<file path="src/rtl/data_mem_pkg.sv">
// Shared types and constants for the data-memory controller slice.
package data_mem_pkg;

   typedef enum logic [2:0] {
      IDLE    = 3'd0,
      RD_WAIT = 3'd1,
      RMW_RD  = 3'd2,
      RMW_WR  = 3'd3,
      WR_WAIT = 3'd4,
      DONE    = 3'd5
   } state_t;

   localparam logic [2:0] SZ_BYTE  = 3'b001;
   localparam logic [2:0] SZ_HALF  = 3'b010;
   localparam logic [2:0] SZ_WORD  = 3'b100;
   localparam int         SIGN_BIT = 3;

   // Anything that is not a clean one-hot size is handled as a full word.
   function automatic logic [2:0] norm_size(input logic [2:0] sz);
      logic [2:0] res;
      case (sz)
         SZ_BYTE: res = SZ_BYTE;
         SZ_HALF: res = SZ_HALF;
         default: res = SZ_WORD;
      endcase
      return res;
   endfunction

endpackage

</file>
<file path="src/rtl/data_mem_lane.sv">
// Lane steering: extracts/extends a load from a memory word and merges
// sub-word store data into a word for read-modify-write.
module data_mem_lane
   import data_mem_pkg::*;
(
   input  logic [31:0] word,
   input  logic [1:0]  byte_off,
   input  logic [3:0]  sign_mask,
   input  logic [31:0] wr_data,
   output logic [31:0] load_val,
   output logic [31:0] merged
);

   logic [2:0]  size;
   logic [7:0]  byte_sel;
   logic [15:0] half_sel;
   logic        sign_en;

   assign size     = norm_size(sign_mask[2:0]);
   assign sign_en  = sign_mask[SIGN_BIT];
   assign half_sel = byte_off[1] ? word[31:16] : word[15:0];

   always_comb begin
      byte_sel = word[7:0];
      case (byte_off)
         2'd1:    byte_sel = word[15:8];
         2'd2:    byte_sel = word[23:16];
         2'd3:    byte_sel = word[31:24];
         default: byte_sel = word[7:0];
      endcase
   end

   always_comb begin
      load_val = word;
      merged   = word;
      case (size)
         SZ_BYTE: begin
            load_val = {{24{sign_en & byte_sel[7]}}, byte_sel};
            merged[{byte_off, 3'b000} +: 8] = wr_data[7:0];
         end
         SZ_HALF: begin
            load_val = {{16{sign_en & half_sel[15]}}, half_sel};
            merged[{byte_off[1], 4'b0000} +: 16] = wr_data[15:0];
         end
         default: begin
            load_val = word;
            merged   = wr_data;
         end
      endcase
   end

endmodule

</file>
<file path="src/rtl/data_mem_ctrl.sv">
// Data-memory controller between the cpu MEM stage and a req/ack word memory.
// Optional misaligned-access trap is enabled with `define MISALIGN_TRAP_EN.
module data_mem_ctrl
   import data_mem_pkg::*;
#(
   parameter int          WORD_ADDR_W = 10,
   parameter logic [31:0] RESET_RDATA = 32'h0
)(
   input  logic                   clk,
   input  logic                   rst_n,
   input  logic [31:0]            addr,
   input  logic [31:0]            wr_data,
   input  logic                   memwrite,
   input  logic                   memread,
   input  logic [3:0]             sign_mask,
   output logic [31:0]            read_data,
   output logic                   stall,
   output logic                   mem_req,
   output logic                   mem_we,
   output logic [WORD_ADDR_W-1:0] mem_addr,
   output logic [31:0]            mem_wdata,
   input  logic [31:0]            mem_rdata,
`ifdef MISALIGN_TRAP_EN
   output logic                   misaligned,
`endif
   input  logic                   mem_ack
);

   state_t      state, state_nxt;
   logic [31:0] rmw_word;
   logic [31:0] lane_word;
   logic [31:0] load_val;
   logic [31:0] merged_word;
   logic [2:0]  size;
   logic        waiting;
   logic        request;
   logic        mis_access;
   logic        unused_addr_bits;

   assign unused_addr_bits = ^addr[31:WORD_ADDR_W+2];
   assign size    = norm_size(sign_mask[2:0]);
   assign request = memwrite | memread;
   assign waiting = (state == RD_WAIT) || (state == RMW_RD) ||
                    (state == RMW_WR)  || (state == WR_WAIT);

`ifdef MISALIGN_TRAP_EN
   assign mis_access = ((size == SZ_HALF) && addr[0]) ||
                       ((size == SZ_WORD) && (addr[1:0] != 2'b00));
`else
   assign mis_access = 1'b0;
`endif

   // During the write half of an RMW the lane merge works on the latched word.
   assign lane_word = (state == RMW_WR) ? rmw_word : mem_rdata;

   data_mem_lane u_lane (
      .word      (lane_word),
      .byte_off  (addr[1:0]),
      .sign_mask (sign_mask),
      .wr_data   (wr_data),
      .load_val  (load_val),
      .merged    (merged_word)
   );

   always_ff @(posedge clk or negedge rst_n) begin
      if (!rst_n) begin
         state <= IDLE;
      end else begin
         state <= state_nxt;
      end
   end

   always_comb begin
      state_nxt = state;
      case (state)
         IDLE: begin
            if (request) begin
               if (mis_access) begin
                  state_nxt = DONE;
               end else if (memwrite) begin
                  state_nxt = (size == SZ_WORD) ? WR_WAIT : RMW_RD;
               end else begin
                  state_nxt = RD_WAIT;
               end
            end
         end
         RD_WAIT: if (mem_ack) state_nxt = DONE;
         RMW_RD:  if (mem_ack) state_nxt = RMW_WR;
         RMW_WR:  if (mem_ack) state_nxt = DONE;
         WR_WAIT: if (mem_ack) state_nxt = DONE;
         DONE:    state_nxt = IDLE;
         default: state_nxt = IDLE;
      endcase
   end

   // Memory-side outputs are decoded purely from state so reset drops them at once.
   always_comb begin
      stall     = ((state == IDLE) && request) || waiting;
      mem_req   = waiting;
      mem_we    = (state == RMW_WR) || (state == WR_WAIT);
      mem_addr  = '0;
      mem_wdata = '0;
      if (waiting) begin
         mem_addr = addr[WORD_ADDR_W+1:2];
      end
      if (state == WR_WAIT) begin
         mem_wdata = wr_data;
      end else if (state == RMW_WR) begin
         mem_wdata = merged_word;
      end
   end

   always_ff @(posedge clk or negedge rst_n) begin
      if (!rst_n) begin
         rmw_word <= '0;
      end else if ((state == RMW_RD) && mem_ack) begin
         rmw_word <= mem_rdata;
      end
   end

   always_ff @(posedge clk or negedge rst_n) begin
      if (!rst_n) begin
         read_data <= RESET_RDATA;
      end else if ((state == RD_WAIT) && mem_ack) begin
         read_data <= load_val;
      end
   end

`ifdef MISALIGN_TRAP_EN
   always_ff @(posedge clk or negedge rst_n) begin
      if (!rst_n) begin
         misaligned <= 1'b0;
      end else begin
         misaligned <= (state == IDLE) && request && mis_access;
      end
   end
`endif

endmodule

</file>
<file path="config.mk">
export PLATFORM = sky130hd
export DESIGN_NAME = data_mem_ctrl
export DESIGN_NICKNAME = d
export VERILOG_FILES = /design/src/rtl/data_mem_pkg.sv /design/src/rtl/data_mem_lane.sv /design/src/rtl/data_mem_ctrl.sv
export SDC_FILE = /design/constraint.sdc
export NUM_CORES = 1
export LEC_CHECK = 0
export ABC_AREA = 1
export BUFFER_PORTS_ARGS = -buffer_cell sky130_fd_sc_hd__buf_4
export CAP_MARGIN = 40
export CORE_ASPECT_RATIO = 1.25
export CORE_MARGIN = 1.5
export CORE_UTILIZATION = 43
export CTS_CLUSTER_DIAMETER = 120
export DETAILED_ROUTE_END_ITERATION = 6
export GPL_TIMING_DRIVEN = 0
export MAX_ROUTING_LAYER = met4
export PLACE_DENSITY = 0.69
export SYNTH_ARGS = -nofsm -noshare
export SYNTH_HDL_FRONTEND = slang
export SYNTH_SLANG_ARGS = --single-unit
</file>
<file path="constraint.sdc">
create_clock -name clk -period 2.8 [get_ports clk]
set_input_delay 0.28 -clock clk [delete_from_list [all_inputs] [get_ports clk]]
set_output_delay 0.28 -clock clk [all_outputs]
set_load 0.01 [all_outputs]
</file>
==> results.ini <==
[critical_path]
r2r_slack_ns = 0.74
crit_path_max_incr_delay_ns = 0.37
timing.critical_path.max_delay_family = buffers and inverters
cp_max_fo = 10
critical_path_cell_count = 11
reg2reg_from = state[1]
worst_ep_arrival_time_ns = 2.46
worst_r2r_endpoint = read_data[2]
cp-start-kind = flop
worst_setup_path_end_kind = primary output
crit_path_cell_trace = buf_6 > inv_2 > nand3_4 > buf_4 > buf_2 > o21ai_1 > nand3_1 > o21ai_0 > nand2_1 > o21ai_0 > buf_4
cp.buffers_inverters = 5
reg2reg_path_depth = 8
cp_slowest_cell = sky130_fd_sc_hd__dfrtp_1
cp.required_ns = 2.52
critPathKind = reg2out

[finish]
area_delta_synth_final_pct = 35.3
share_of_layout_cells_above_drive_strength_1_pct = 25.2
final_cell_mix = sky130_fd_sc_hd__nand2_1, sky130_fd_sc_hd__buf_4, sky130_fd_sc_hd__inv_1, sky130_fd_sc_hd__o21ai_0, sky130_fd_sc_hd__a21oi_1
antenna_cells_inserted = 0
layout.nets = 1052
layout.cells.most_common = sky130_fd_sc_hd__nand2_1
final_design_area_no_fill_mm2 = 0.00683

[floorplanning]
die_h_um = 124
die_width_um = 99.9
initial_utilization_pct = 43.9
design.core.area_mm2 = 0.0115
fp-row-count = 44
design.portCount = 182
dieArea_mm2 = 0.0124

[synth]
yosys.area_share.xor_xnor_pct = 0
post_synth_main_area_contributors = sky130_fd_sc_hd__dfrtp_1, sky130_fd_sc_hd__nand2_1, sky130_fd_sc_hd__o21ai_0
ys_types = 32
synth_fa_ha_area_share_pct = 2.48
seq_area_frac_synth_pct = 33.2
post_synth_inst_count = 766
post_synth_instance_area_mm2 = 0.00505
synthesis.area_per_instance_um2 = 6.59
synthSimpleGateAreaFrac_pct = 22.8
synth_area_leader_cell = sky130_fd_sc_hd__dfrtp_1
synth-warning-count = 0
netlist.area_leader.share_pct = 33.2
synthesis.nets = 881
ys_seq_elements = 67
synthesized_area_fraction_occupied_by_ao_oa_aoi_and_oai_cells_pct = 29.4
synth.area.mux_share_pct = 0.446
synth_top_family_by_area = compound AO/OA/AOI/OAI gates

[drt]
route.vias.total = 5926
routed_via_density = 5.49
route.antenna.remaining_nets = 0
drt_wl_total_um = 17700
wl_per_cell_um = 16.4
initialDrtViolationCount = 529
drc = 0
drt_pre_antenna_iters = 6

[timing]
worst_clock_skew_ns = 0.00573
hold_viol = 0
period_needed_ns = 2.74
grt_setup_unrepaired = yes
setup_violations = 0
remaining_max_slew_budget_at_the_tightest_pin_pct = 56.4
timing_worst_slew_pin_value_ns = 0.654
hold_slack_ns = 0.184
slew_violations = 0
post-route-period-util_pct = 97.7
max_clock_freq_ghz = 0.366
finalWorstSetupSlack_ns = 0.0644

[placed_design]
placement.cell_area_mm2 = 0.00646
detailedPlace.worstSlack_ns = -0.285
count_of_buffers_from_port_buffering = 161
place_hpwl_um = 13800
gp_routability_congestion = 0.952

[cts]
cts-htree-levels = 3
clock_sink_count = 67
cts.path.max_buffers = 2
root_buffer = sky130_fd_sc_hd__clkbuf_16
cts_inserted_buffers = 9
tritoncts = yes
clk_pin_slew_ns = 0.06
clock_insertion_delay_worst_skew_ns = 0.34
post_cts.repair.setup_buffers = 0

[pwr]
p_per_area_mw_per_mm2 = 829
max-vdd-ir-drop_mv = 0.439
power.leakage_uw = 0.00351

[hold_path]
hold_depth = 2
hp-start = mem_rdata[15]
hold-path-endpoint = rmw_word[15]
holdCritPathClass = in2reg

[global_routing]
grt_first_pass_wirelength_um = 27100
grt_max_degree = 52
grt-ovfl-total = 0
number_of_antenna_violations_at_the_first_check_in_global_routing = 0
grt_usage_pct = 29.1
first_global_vias = 5212

[run]
maxCapViolations = 0

[status]
status = finished clean

-- cells by family after synthesis --
| logic type | count (synthesis) |
|---|---|
| muxes | 2 |
| buffers and inverters | 145 |
| DFF | 67 |
| and+or+nand+nor | 279 |
| AOI/OAI and AO/OA | 263 |
| adders and majority gates | 10 |
-- registers in the layout (all words and copies together), names as in the netlist --
| register | cells |
|---|---|
| read_data | 32 |
| rmw_word | 32 |
| state | 3 |
-- per-layer routing --
| metal | wire length, µm | vias up | GRT usage, % |
|---|---|---|---|
| met1 | 7300 | 2714 | 38.2 |
| li1 | - | 2874 | - |
| met4 | 520 | 0 | 11.6 |
| met3 | 1390 | 44 | 3.37 |
| met2 | 8500 | 294 | 46.0 |
| met5 | 0 | - | - |
-- repair_timing --
action | in CTS | in global routing
endpoints found under the hold margin | 16 | 0
resized for setup | 5 | 26
hold buffers | 1 | 0
setup endpoints to repair | 31 | 29
-- per-stage QoR --
step / cells / utilization [%] / power, µW / setup TNS [ns]
4_1_cts: 1081 / 59.1 / 5660 / 0
6_report: 1080 / 59.4 / 5670 / 0
3_5_place_dp: 1066 / 56.1 / 4380 / -5.14
5_1_grt: 1080 / 59.4 / 6050 / -0.0257
3_3_place_gp: 1065 / 55.9 / 4350 / -5.52
2_1_floorplan: 766 / - / 3150 / 0
-- cells in the mapped netlist, drive strengths merged --
cell type / instances
o22ai: 16
o31ai: 8
inv: 98
clkinv: 3
buf: 14
nand2: 180
a31oi: 3
dfrtp: 67
nand4: 1
nor2: 69
clkbuf: 30
ha: 10
nand3: 25
mux2: 2
o21ai: 117
or2: 1
nor3: 3
a21oi: 95
o211ai: 24
-- how the worst max path moves through the flow --
stage	from	end
2_1_floorplan	addr[0]	mem_wdata[19]
3_3_place_gp	sign_mask[2]	mem_wdata[1]
3_5_place_dp	sign_mask[2]	mem_wdata[5]
4_1_cts	sign_mask[2]	mem_wdata[26]
5_1_grt	state[2]	mem_wdata[5]
6_report	state[2]	mem_wdata[5]
-- final cells by class --
type / instances / area (µm²)
fillers: 1166 / 4670
multi-input cells: 554 / 2830
flip-flops and latches: 67 / 1680
repair buffers: 163 / 1250
inverters: 101 / 379
clock buffers: 9 / 225
plain buffers: 41 / 206
well taps: 138 / 173
clock inverters: 7 / 98.8
-- where the power goes --
group / switching, µW / internal [µW] / total (µW)
clock: 480 / 786 / 1270
combinational: 1540 / 1170 / 2710
sequential: 251 / 1440 / 1690
total: 2270 / 3400 / 5670
No activity file was read; power rests on OpenSTA's default activity.
